`src/rtl/ahbl_splitter_n.sv`:
```
// AHB-Lite address decoder / response mux for NS slaves with a two-cycle ERROR for unmapped space.
// Optional stall watchdog compiled in with `define AHBL_SPLITTER_TIMEOUT_EN.
module ahbl_splitter_n #(
    parameter int NS      = 3,
    parameter int DEC_LSB = 24,
    parameter int TIMEOUT = 255
) (
    input  logic             HCLK,
    input  logic             HRESET,
    input  logic [31:0]      HADDR,
    input  logic [1:0]       HTRANS,
    input  logic             HREADY,
    input  logic             HSEL,
    output logic             HREADYOUT,
    output logic             HRESP,
    output logic [31:0]      HRDATA,
    output logic [NS-1:0]    S_HSEL,
    input  logic [NS-1:0]    S_HREADYOUT,
    input  logic [NS-1:0]    S_HRESP,
    input  logic [32*NS-1:0] S_HRDATA,
    output logic             TO_PULSE
);

    localparam logic [31:0] DEFAULT_RDATA = 32'hBADD_BEEF;
    localparam logic [4:0]  NS_W          = 5'(NS);

    typedef enum logic [1:0] {IDLE, ERR1, ERR2} err_state_t;

    err_state_t  state, state_nxt;
    logic [3:0]  dec;
    logic        in_map;
    logic        unmapped_xfer;
    logic        owner_vld;
    logic [3:0]  owner_idx;
    logic        slv_ready;
    logic        slv_resp;
    logic [31:0] slv_rdata;
    logic        timeout_hit;
    logic        unused_bits;

    assign dec           = HADDR[DEC_LSB+3:DEC_LSB];
    assign in_map        = ({1'b0, dec} < NS_W);
    assign unmapped_xfer = HSEL && HREADY && HTRANS[1] && !in_map;
    assign unused_bits   = ^{HADDR, HTRANS[0], 16'(TIMEOUT)};

    always_comb begin
        S_HSEL = '0;
        for (int i = 0; i < NS; i++) begin
            S_HSEL[i] = HSEL && (dec == 4'(i));
        end
    end

    // NOTE: every always_comb output gets a default first so no path infers a latch.
    always_comb begin
        slv_ready = 1'b1;
        slv_resp  = 1'b0;
        slv_rdata = DEFAULT_RDATA;
        for (int i = 0; i < NS; i++) begin
            if (owner_vld && owner_idx == 4'(i)) begin
                slv_ready = S_HREADYOUT[i];
                slv_resp  = S_HRESP[i];
                slv_rdata = S_HRDATA[32*i +: 32];
            end
        end
    end

    always_comb begin
        state_nxt = state;
        case (state)
            IDLE:    if (unmapped_xfer) state_nxt = ERR1;
            ERR1:    state_nxt = ERR2;
            ERR2:    state_nxt = unmapped_xfer ? ERR1 : IDLE;
            default: state_nxt = IDLE;
        endcase
        if (timeout_hit) state_nxt = ERR1;
    end

    always_comb begin
        HREADYOUT = slv_ready;
        HRESP     = slv_resp;
        HRDATA    = slv_rdata;
        case (state)
            ERR1: begin
                HREADYOUT = 1'b0;
                HRESP     = 1'b1;
                HRDATA    = DEFAULT_RDATA;
            end
            ERR2: begin
                HREADYOUT = 1'b1;
                HRESP     = 1'b1;
                HRDATA    = DEFAULT_RDATA;
            end
            default: ;
        endcase
    end

    // NOTE: state registers use non-blocking assignments so all flops update from pre-edge values.
    always_ff @(posedge HCLK) begin
        if (HRESET) begin
            state     <= IDLE;
            owner_vld <= 1'b0;
            owner_idx <= '0;
        end else begin
            state <= state_nxt;
            if (timeout_hit) begin
                owner_vld <= 1'b0;
            end else if (HREADY) begin
                owner_vld <= HSEL && in_map;
                owner_idx <= dec;
            end
        end
    end

`ifdef AHBL_SPLITTER_TIMEOUT_EN
    localparam logic [15:0] TIMEOUT_W = 16'(TIMEOUT);

    logic [15:0] stall_cnt;
    logic        stalled;
    logic        to_pulse_q;

    assign stalled     = owner_vld && !HREADYOUT;
    // Fires on the edge that closes the TIMEOUT-th stalled cycle.
    assign timeout_hit = stalled && (stall_cnt >= TIMEOUT_W - 16'd1);
    assign TO_PULSE    = to_pulse_q;

    always_ff @(posedge HCLK) begin
        if (HRESET) begin
            stall_cnt  <= '0;
            to_pulse_q <= 1'b0;
        end else begin
            to_pulse_q <= timeout_hit;
            if (timeout_hit || !stalled) begin
                stall_cnt <= '0;
            end else if (stall_cnt != 16'hFFFF) begin
                stall_cnt <= stall_cnt + 16'd1;
            end
        end
    end
`else
    assign timeout_hit = 1'b0;
    assign TO_PULSE    = 1'b0;
`endif

endmodule

```
`config.mk`:
```
export PLATFORM = sky130hd
export DESIGN_NAME = ahbl_splitter_n
export DESIGN_NICKNAME = d
export VERILOG_FILES = /design/src/rtl/ahbl_splitter_n.sv
export SDC_FILE = /design/constraint.sdc
export NUM_CORES = 1
export LEC_CHECK = 0
export ABC_AREA = 1
export BUFFER_PORTS_ARGS = -buffer_cell sky130_fd_sc_hd__buf_2
export CORE_MARGIN = 2
export CORE_UTILIZATION = 34
export DETAILED_ROUTE_END_ITERATION = 10
export PLACE_DENSITY = 0.87
export SYNTH_ARGS = -nofsm -noshare
export SYNTH_HDL_FRONTEND = slang
export SYNTH_SLANG_ARGS = --single-unit
```
`constraint.sdc`:
```
create_clock -name HCLK -period 1.5 [get_ports HCLK]
set_input_delay 0.3 -clock HCLK [delete_from_list [all_inputs] [get_ports HCLK]]
set_output_delay 0.3 -clock HCLK [all_outputs]
set_load 0.02 [all_outputs]
```
==> key figures, run 1 <==
Floorplan
  • Die width: between 70 and 80 microns
  • Die area: 6240 sq um
  • Core Area: roughly 5500 sq um
  • Initial core utilization: 34.9%
  • Row cnt: 27
  • IO Pins: 178
  • Die Ht: 79.0 microns

Synthesis
  • Sequential share of the synthesized area: 7.33%
  • Synth Warn #: 0
  • Mapped Cells: between 300 and 400
  • Share of the synthesized area in the top cell type: 34.0%
  • Post-synth top cells: nand4_1 (104), inv_1 (82), nand3_1 (59)
  • FFs w/ async S/R, synth: 0%
  • Number of enable flip-flop cells after synthesis: 0
  • Synthesis-stage register bit count: 7
  • Most numerous cell in the Yosys netlist: nand4_1
  • Largest area contributor in the netlist: nand4_1
  • Post-Syn Area: 1910 sq um
  • Synth cell types: 20
  • Avg Cell Area, Syn: roughly 5.4 sq um
  • Synth top area cells: nand4_1 (34%), inv_1 (16%), nand3_1 (15%)
  • Main synth FF type: dfxtp_1
  • Syn Nets: 498

Worst setup path
  • Worst setup path class: flip-flop to output port
  • Max stage delay on crit path: around 0.32 ns
  • CP max FO: 20
  • Critical-path cell list: nor2_4 > buf_4 > clkbuf_16 > nand4_1 > nand2_1 > inv_1 > nand2_1 > inv_1 > buf_2
  • R2R cell count: 7
  • Slowest CP cell: dfxtp_2
  • Reg2reg start: state[0]
  • Data required time of the worst path: 1.20 ns
  • Nature of the critical path endpoint: output port
  • Startpoint types: flip-flop
  • Worst EP arrival: ~1.5 ns
  • R2R Path End: state[0]
  • Worst R2R Setup Slack: 0.40 ns

Placement
  • Routability cong.: a little under 0.8
  • Final HPWL DP: about 5200 microns
  • Number of port buffers: 147

Cells and area
  • Nets: approximately 650
  • Layout cells sized above 1: 43.3%
  • Area Growth Syn to Fin: 72.3%
  • Layout Utilization: 60.2%
  • Ant. Diodes: 0

Timing
  • RSZ-0062 raised after global routing: true
  • Slack of the critical path: -0.324 ns
  • Fin crit period: roughly 1.8 ns
  • F_max: between 0.5 and 0.6 GHz
  • Slew Limit Fails: 0
  • Fin crit share: 122%
  • Skew final: 0.0000233 ns
  • Count of final setup violators: 34
  • Final hold vios: 0

Clock tree
  • Clock Pin Slew Worst Setup and Hold Paths: 0.04 ns
  • CTS tree: yes
  • Hold-fix buffers at CTS: 0
  • CTS Buf Count: 3
  • Clk sinks: 7
  • Clk_lat worst skew: ~0.23 ns
  • H-tree depth: 1
  • Root Buffer: clkbuf_8
  • Clock Path Buffers: 2

Drt
  • Wire length per cell: 14.5 microns
  • DRT iter0 DRCs: 241
  • Via/cell ratio: 5.56
  • # DRC: 0
  • ANT nets after route: 0
  • Via count: 3185
  • First-pass detailed-route iteration total: 5
  • Routed WL: 8340 microns

Worst hold path
  • WHS Path Cells: 2
  • Min-delay src: HRESET
  • Hold Crit Class: input pin to flip-flop
  • Hold EP: state[0]

Outcome
  • Failing checks: setup timing
  • Status: complete, but fails checks

Global route
  • Global-route wire length before repair: approximately 11000 microns
  • Pin count of the biggest net entering global routing: between 60 and 70
  • Grt ovf: 0
  • Antenna violations before repair: 0
  • Total GRT Usage: 22.0%
  • Vias in the first global route: 2747

Power
  • Leak: roughly 1.8 nW
  • Pwr dens: 446 nW/um^2
  • Overall Power: ~1.5 mW
  • VDD IR max: roughly 570 uV

Job
  • Max cap viols: 0
## report_power, final
group          internal, mW  switching [mW]  leakage [nW]
logic                 0.473           0.507          1.75
registers             0.205          0.0151        0.0602
clock network         0.184          0.0846        0.0228
total                 0.862           0.607          1.84
## worst max path at each step
| stage | depth (start not counted) | slack [ns] | startpoint | end |
|---|---|---|---|---|
| CTS | 6 | -0.30 | owner_idx[2] | HRDATA[20] |
| finish | 9 | -0.32 | owner_idx[3] | HRDATA[4] |
| global route | 7 | -0.41 | owner_idx[3] | HRDATA[25] |
| detailed placement | 9 | -0.12 | state[0] | HRDATA[4] |
| floorplan | 6 | -0.02 | state[0] | HREADYOUT |
| global placement | 9 | -0.09 | state[0] | HRDATA[4] |
## kinds of logic (layout without fill, tap and decap cells)
group	count (synthesis)	in the layout	share of synthesized area, %
other	1	1	0.196
and+or+nand+nor	207	207	59.5
buffers and inverters	125	272	27.7
AOI/OAI and AO/OA	10	10	2.62
adders and majority gates	4	4	2.62
DFF	7	7	7.33
## critical path: cells and delay by family (launching register included)
family | cells | cell delay, ns
buf+inv | 5 | 0.54
simple gates | 4 | 0.42
flops | 1 | 0.32
## area by class of cell
cell class,count,area [sq um]
multi-input combinational,222,1320
fill,525,2180
tap,72,90.1
clock buffer,4,45.0
sequential,7,149
inverter,86,328
timing repair buffer,182,1360
## cell usage in the layout, fill, tap and decap left out
master and n:
clkbuf_8 3, clkinv_4 1, buf_8 2, o21ai_4 1
inv_2 9, nand4_1 104, buf_4 16, dfxtp_2 7
a21oi_1 5, nand3_4 1, bufbuf_16 1, inv_1 76
nand3_1 50, nand3_2 9, ha_1 3, nand2_1 28
clkbuf_1 1, ha_4 1, buf_2 129, conb_1 1
nor2_4 3, nor2_1 10, buf_6 20, buf_12 9
clkbuf_16 5, o21ai_0 4, nor3_1 2
## registers in the layout, indices dropped and copies added (netlist names)
name,count
state,2
owner_idx,4
owner_vld,1
## metrics by stage
stage	instances	hold slack, ns	TNS [ns]	area [sq um]	setup slack, ns
2_1_floorplan	354	0.369	-0.344	1950	-0.0249
5_1_grt	573	0.247	-12.67	3290	-0.410
3_5_place_dp	557	0.498	-1.71	2830	-0.119
4_1_cts	562	0.250	-9.02	2980	-0.300
6_report	573	0.255	-10.10	3290	-0.324
3_3_place_gp	557	0.493	-0.950	2830	-0.0892
## routing by layer
metal | global-route usage (%) | vias to the layer above | routed length, microns
li1 | - | 1517 | -
met2 | 40.7 | 204 | 4070
met5 | 0 | - | 0
met4 | 8.79 | 0 | 136
met1 | 25.8 | 1448 | 3410
met3 | 2.27 | 16 | 717
## what timing repair did
item                                    CTS  global route
resized for setup                        24            38
pin swaps                                13            13
buffers inserted                          0             4
endpoints found under the setup margin   34            34
gates cloned                              1             7
Power figures use the tool's default switching activity.
==> run 2: changes to the inputs <==
Settings changed: SETUP_SLACK_MARGIN from default to 0.2, SLEW_MARGIN from default to 20.
==> run 2 against run 1 <==
First-iteration DRC count increased by 55%. Clock power is 1% higher. Via count decreased by 0.69%. Largest cell class unchanged. Global-route usage rose by 0.53 points. The run still ends with setup timing left. Combinational power barely moved. Worst hold slack got worse by 0.0059 ns.
==> key figures, run 2 (same netlist as run 1, synthesis figures left out) <==
Clock tree
  • CTS Buf Count: 3 (unchanged)
  • CTS tree: yes
  • Clk sinks: 7 (unchanged)
  • Root Buffer: clkbuf_8
  • H-tree depth: 1 (unchanged)
  • Clock Pin Slew Worst Setup and Hold Paths: 0.04 ns (about the same)
  • Clk_lat worst skew: 0.23 ns (about the same)
  • Hold-fix buffers at CTS: 0 (unchanged)
  • Clock Path Buffers: 2 (unchanged)

Drt
  • Via/cell ratio: 5.48 (-1.4%)
  • Routed WL: 8550 microns (+2.6%)
  • # DRC: 0 (unchanged)
  • First-pass detailed-route iteration total: 5 (unchanged)
  • ANT nets after route: 0 (unchanged)
  • Via count: 3163 (-0.69%)
  • Wire length per cell: 14.8 microns (+1.9%)
  • DRT iter0 DRCs: 373 (+55%)

Global route
  • Global Route met3 Usage: 3.30% (+1.0 points)
  • Pin count of the biggest net entering global routing: 38 (-39%)
  • GR peak layer: met2
  • Vias in the first global route: 2804 (+2.1%)
  • Grt ovf: 0 (unchanged)
  • Antenna violations before repair: 1 (+1)
  • Total GRT Usage: 22.5% (+0.53 points)
  • Grt met2 use: 45.9% (+5.3 points)
  • Global-route wire length before repair: 11700 microns (+2.8%)
  • GRT met1 Usage: 23.6% (-2.2 points)

Timing
  • RSZ-0062 raised after global routing: true
  • Fin crit period: 1.80 ns (-0.0237 ns)
  • Slew Limit Fails: 0 (unchanged)
  • Final hold vios: 0 (unchanged)
  • Skew final: 0.00449 ns (+0.00446 ns)
  • Hold Slack: 0.249 ns (-0.00590 ns)
  • Count of final setup violators: 34 (unchanged)
  • F_max: 0.556 GHz (+1.3%)
  • TNS Setup: -9.33 ns (+0.775 ns)
  • Slack of the critical path: -0.300 ns (+0.0237 ns)
  • Fin crit share: 120% (-1.6 points)

Power
  • Seq pwr share: 14.8% (about the same)
  • Leak: 1.92 nW (+4.5%)
  • Pwr dens: 420 nW/um^2 (-5.9%)
  • Comb power frac: 66.9% (about the same)
  • Net Switching: 0.630 mW (+3.8%)
  • Switching Share: 42.2% (+0.82 points)
  • Pint: 0.864 mW (+0.30%)
  • Clk network pwr share: 18.3% (about the same)
  • VDD IR max: 498 uV (-13%)
  • Overall Power: 1.49 mW (+1.7%)

Cells and area
  • Layout Utilization: 65.0% (+4.9 points)
  • Final cell count without fillers: 577 (+0.70%)
  • Area Growth Syn to Fin: 86.2%
  • Nets: 650 (+0.62%)
  • Max reg flops: 4 (unchanged)
  • Commonest non-fill, non-tap cells in the layout: buf_2 (122), nand4_1 (104), inv_1 (72)
  • Final Cell Area: 3560 sq um (+8.1%)
  • Ant. Diodes: 0 (unchanged)
  • Biggest register: owner_idx
  • Layout cells sized above 1: 48.9% (+5.6 points)
  • Regs by FF count: owner_idx (4), state (2), owner_vld (1)
  • Most common cell after layout, fill and taps aside: buf_2

Floorplan
  • Die width: 79.0 microns (unchanged)
  • Die area: 6240 sq um (unchanged)
  • Die Ht: 79.0 microns (unchanged)
  • Core Area: 5470 sq um (unchanged)
  • Row cnt: 27 (unchanged)
  • IO Pins: 178 (unchanged)
  • Initial core utilization: 34.9% (unchanged)

Job
  • Max cap viols: 0 (unchanged)

Worst setup path
  • CP max FO: 14 (-30%)
  • Data required time of the worst path: 1.20 ns (about the same)
  • CP bufs+invs: 4 (-1)
  • Family with the most delay on the worst path: buffers and inverters
  • Nature of the critical path endpoint: output port
  • Slowest CP cell: dfxtp_2
  • Startpoint types: flip-flop
  • Worst setup path class: flip-flop to output port
  • Critical-path cell list: inv_4 > nor2_4 > buf_6 > nand3_4 > clkbuf_16 > nand3_1 > nand3_2 > buf_6
  • Max stage delay on crit path: 0.34 ns (+0.02 ns)
  • Worst EP arrival: 1.50 ns (-0.02 ns)
  • Most used cell, CP: buf_6

Placement
  • Number of port buffers: 147 (unchanged)
  • Dpl ws: -0.102 ns (+0.0179 ns)
  • Placed cell area: 2990 sq um (+5.7%)
  • Final HPWL DP: 5220 microns (+1.3%)
  • Routability cong.: 0.810 (+2.4%)
  • Cells after DPL: 554 (-0.54%)

Worst hold path
  • Hold Crit Class: input pin to flip-flop

Outcome
  • Status: complete, but fails checks
  • Failing checks: setup timing
run 2: changes by cell type in the layout (fill, tap and decap cells not counted), moves of 4 or more:
cell	before	now
nand3_1	50	32
nand3_2	9	27
buf_2	129	122
buf_12	9	13
buf_4	16	20
inv_1	76	72
run 2: final cells by class:
type | instances | area (sq um)
Inverter | 86 | 330
Multi-Input combinational cell | 222 | 1430
Sequential cell | 7 | 149
Tap cell | 72 | 90.1
Clock buffer | 4 | 45.0
Timing Repair Buffer | 186 | 1520
Fill cell | 471 | 1910
run 2: final timing paths:
check                                  start           end  slack, ns  cells after the start
worst max-delay path               owner_vld    HRDATA[25]      -0.30                      8
worst max register to register     owner_vld     owner_vld       0.45                      3
worst min-delay path                  HRESET      state[0]       0.25                      2
worst min register to register  owner_idx[2]  owner_idx[2]       0.54                      2
run 2: timing repair:
item,in CTS,in global routing
pin swaps,16,24
gates resized for setup,45,17
gates cloned,3,7
setup endpoints to repair,36,35
setup buffers,6,3
run 2: metal layers:
layer	share of wire, %	vias up
li1	-	1530
met3	8.6	27
met4	2.1	2
met1	37	1401
met2	52	203
met5	0.14	-
run 2: power by group through the flow:
stage	clock network (mW)	registers (mW)	logic, mW
after global routing	0.289	0.224	1.08
after global placement	0	0.222	0.778
after CTS	0.276	0.221	0.911
after floorplan	0	0.216	0.484
after detailed placement	0	0.222	0.796
final	0.273	0.221	1.00
==> run 3: changes to the inputs <==
Settings changed: CELL_PAD_IN_SITES_DETAIL_PLACEMENT from default to 1, CELL_PAD_IN_SITES_GLOBAL_PLACEMENT from default to 2, CORE_MARGIN 2 to 1, CORE_UTILIZATION 34 to 14, PLACE_DENSITY 0.87 to 0.86.
==> run 3 against run 2 <==
The run still ends with setup timing left. Clock power rose by 64%. Cell count rose by 19%. Worst hold slack better by 0.0047 ns. Total power increased by 12%. First-iteration DRC count is 73% lower. Non-clock buffer count rose by 3. Sequential power is essentially flat. Via count down 1.0%. Maximum frequency grew 0.13%. Clock skew is 0.0028 ns lower. Die area grew 130%. Setup slack better by 0.0023 ns. Critical path type unchanged.
==> key figures, run 3 (same netlist as run 1, synthesis figures left out) <==
Global route
  • Global Route met3 Usage: 1.15% (-2.1 points)
  • GRT met1 Usage: 16.0% (-7.5 points)
  • Total GRT Usage: 12.9% (-9.6 points)
  • Grt met2 use: 24.5% (-21 points)
  • Vias in the first global route: 3100 (+11%)
  • Pin count of the biggest net entering global routing: 58 (+53%)
  • Global-route wire length before repair: 15100 microns (+29%)
  • Antenna violations before repair: 0 (-1)
  • GR peak layer: met2
  • Grt ovf: 0 (unchanged)

Power
  • Overall Power: 1.68 mW (+12%)
  • VDD IR max: 333 uV (-33%)
  • Pint: 1.00 mW (+16%)
  • Seq pwr share: 13.2% (-1.6 points)
  • Leak: 1.99 nW (+3.8%)
  • Pwr dens: 448 nW/um^2 (+6.7%)
  • Clk network pwr share: 26.7% (+8.4 points)
  • Net Switching: 0.675 mW (+7.1%)
  • Switching Share: 40.2% (-1.9 points)
  • Comb power frac: 60.2% (-6.7 points)

Worst setup path
  • R2R Path End: state[0]
  • Max stage delay on crit path: 0.32 ns (-0.02 ns)
  • Critical-path cell list: nor2_4 > buf_4 > clkbuf_16 > nand4_1 > nand2_1 > inv_1 > nand2_1 > inv_2 > buf_4
  • Worst R2R Setup Slack: 0.45 ns (about the same)
  • Worst setup path class: flip-flop to output port
  • R2R cell count: 5 (+2)
  • CP bufs+invs: 5 (+1)
  • Nature of the critical path endpoint: output port
  • Startpoint types: flip-flop
  • Family with the most delay on the worst path: buffers and inverters
  • Data required time of the worst path: 1.20 ns (about the same)
  • Worst EP arrival: 1.50 ns (about the same)
  • Slowest CP cell: dfxtp_2
  • Reg2reg start: state[0]
  • CP max FO: 11 (-3)

Drt
  • Via/cell ratio: 4.58 (-17%)
  • Wire length per cell: 16.3 microns (+10%)
  • DRT iter0 DRCs: 102 (-73%)
  • Routed WL: 11200 microns (+30%)
  • Via count: 3130 (-1.0%)
  • # DRC: 0 (unchanged)
  • ANT nets after route: 0 (unchanged)
  • First-pass detailed-route iteration total: 4 (-1)

Clock tree
  • H-tree depth: 1 (unchanged)
  • Clk sinks: 7 (unchanged)
  • CTS Buf Count: 3 (unchanged)
  • CTS tree: yes
  • Clock Path Buffers: 2 (unchanged)
  • Clock Pin Slew Worst Setup and Hold Paths: 0.03 ns (about the same)
  • Root Buffer: clkbuf_16
  • Clk_lat worst skew: 0.23 ns (about the same)

Cells and area
  • Nets: 653 (+0.46%)
  • Ant. Diodes: 0 (unchanged)
  • Final Cell Area: 3740 sq um (+5.1%)
  • Layout cells sized above 1: 51.8% (+2.9 points)
  • Final cell count without fillers: 684 (+19%)
  • Fill cell count: 1703 (+260%)
  • Regs by FF count: owner_idx (4), state (2), owner_vld (1)
  • Commonest non-fill, non-tap cells in the layout: buf_2 (124), nand4_1 (104), inv_1 (72)
  • Max reg flops: 4 (unchanged)
  • Multi-input logic area: 1490 sq um (+4.4%)
  • Seq. cell area: 154 sq um (+3.4%)
  • Biggest register: owner_idx
  • Area Growth Syn to Fin: 95.7%
  • Most common cell after layout, fill and taps aside: buf_2

Outcome
  • Status: complete, but fails checks
  • Failing checks: setup timing

Placement
  • Routability cong.: 0.748 (-7.7%)
  • Cells after DPL: 661 (+19%)
  • Placed cell area: 3090 sq um (+3.5%)
  • Number of port buffers: 147 (unchanged)
  • Final HPWL DP: 7250 microns (+39%)

Timing
  • F_max: 0.556 GHz (+0.13%)
  • Skew final: 0.00169 ns (-0.00280 ns)
  • RSZ-0062 raised after global routing: true
  • Final hold vios: 0 (unchanged)
  • Fin crit period: 1.80 ns (-0.00235 ns)
  • Count of final setup violators: 34 (unchanged)
  • Slew Limit Fails: 0 (unchanged)
  • Slack of the critical path: -0.298 ns (+0.00235 ns)
  • Fin crit share: 120% (-0.16 points)

Worst hold path
  • WHS Path Cells: 2 (unchanged)
  • Hold EP: owner_vld
  • Hold Crit Class: input pin to flip-flop
  • Min-delay src: HRESET

Floorplan
  • Die Ht: 119 microns (+50%)
  • Core Area: 13300 sq um (+140%)
  • Row cnt: 42 (+56%)
  • Die width: 119 microns (+50%)
  • IO Pins: 178 (unchanged)
  • Initial core utilization: 14.4% (-21 points)
  • Die area: 14100 sq um (+130%)

Job
  • Max cap viols: 0 (unchanged)
## run 3: cell types whose count changed in the layout (fill, tap and decap cells not counted), moves of 2 or more
cell,delta
dfxtp_2,-2
buf_2,+2
nand3_2,+12
buf_6,-4
buf_16,-3
dfxtp_4,+2
clkbuf_16,+4
buf_4,+8
clkbuf_8,-3
nand3_1,-12
buf_12,-2
## run 3: how the worst max path moves through the flow
stage | slack (ns) | end | cells after the start | startpoint
global placement | -0.06 | HRDATA[10] | 6 | owner_idx[3]
global route | -0.38 | HRDATA[11] | 7 | owner_idx[2]
detailed placement | -0.09 | HRDATA[20] | 6 | owner_idx[3]
finish | -0.30 | HRDATA[4] | 9 | owner_idx[2]
floorplan | 0.10 | HRESP | 5 | owner_idx[3]
CTS | -0.30 | HRDATA[10] | 6 | owner_idx[3]
## run 3: timing repair
action,4_1_cts,5_1_grt
hold buffers,0,0
setup endpoints to repair,37,37
pin swaps,22,12
buffers inserted,0,6
gates resized for setup,18,50
cloned,0,13
## run 3: metrics by stage
stage | hold slack (ns) | utilization (%) | worst slack [ns] | setup TNS [ns]
after floorplan | 0.362 | - | 0.100 | 0
after global placement | 0.506 | 23.3 | -0.0617 | -0.921
after detailed placement | 0.492 | 23.3 | -0.0887 | -1.44
after CTS | 0.252 | 24.3 | -0.303 | -9.24
after global routing | 0.267 | 28.1 | -0.381 | -11.83
final | 0.254 | 28.1 | -0.298 | -8.96
## run 3: cell type report
| class | instances | share of cell area [%] |
|---|---|---|
| clock buffer | 4 | 2.11 |
| inverter | 86 | 9.03 |
| multi-input combinational | 222 | 39.9 |
| sequential | 7 | 4.11 |
| tap | 176 | 5.89 |
| timing repair buffer | 189 | 39.0 |
## run 3: power groups by stage
stage	Sequential, mW	Combinational, mW	Clock [mW]
6_report	0.221	1.01	0.447
5_1_grt	0.223	1.09	0.479
4_1_cts	0.221	0.846	0.460
3_5_place_dp	0.223	0.817	0
3_3_place_gp	0.223	0.791	0
2_1_floorplan	0.216	0.484	0
## run 3: metal layers
layer / part of all wire [%] / vias to the layer above / routed length [microns]
li1: - / 1537 / -
met1: 44 / 1490 / 4860
met2: 52 / 99 / 5820
met3: 4.0 / 4 / 445
met4: 0.30 / 0 / 34
met5: 0 / - / 0
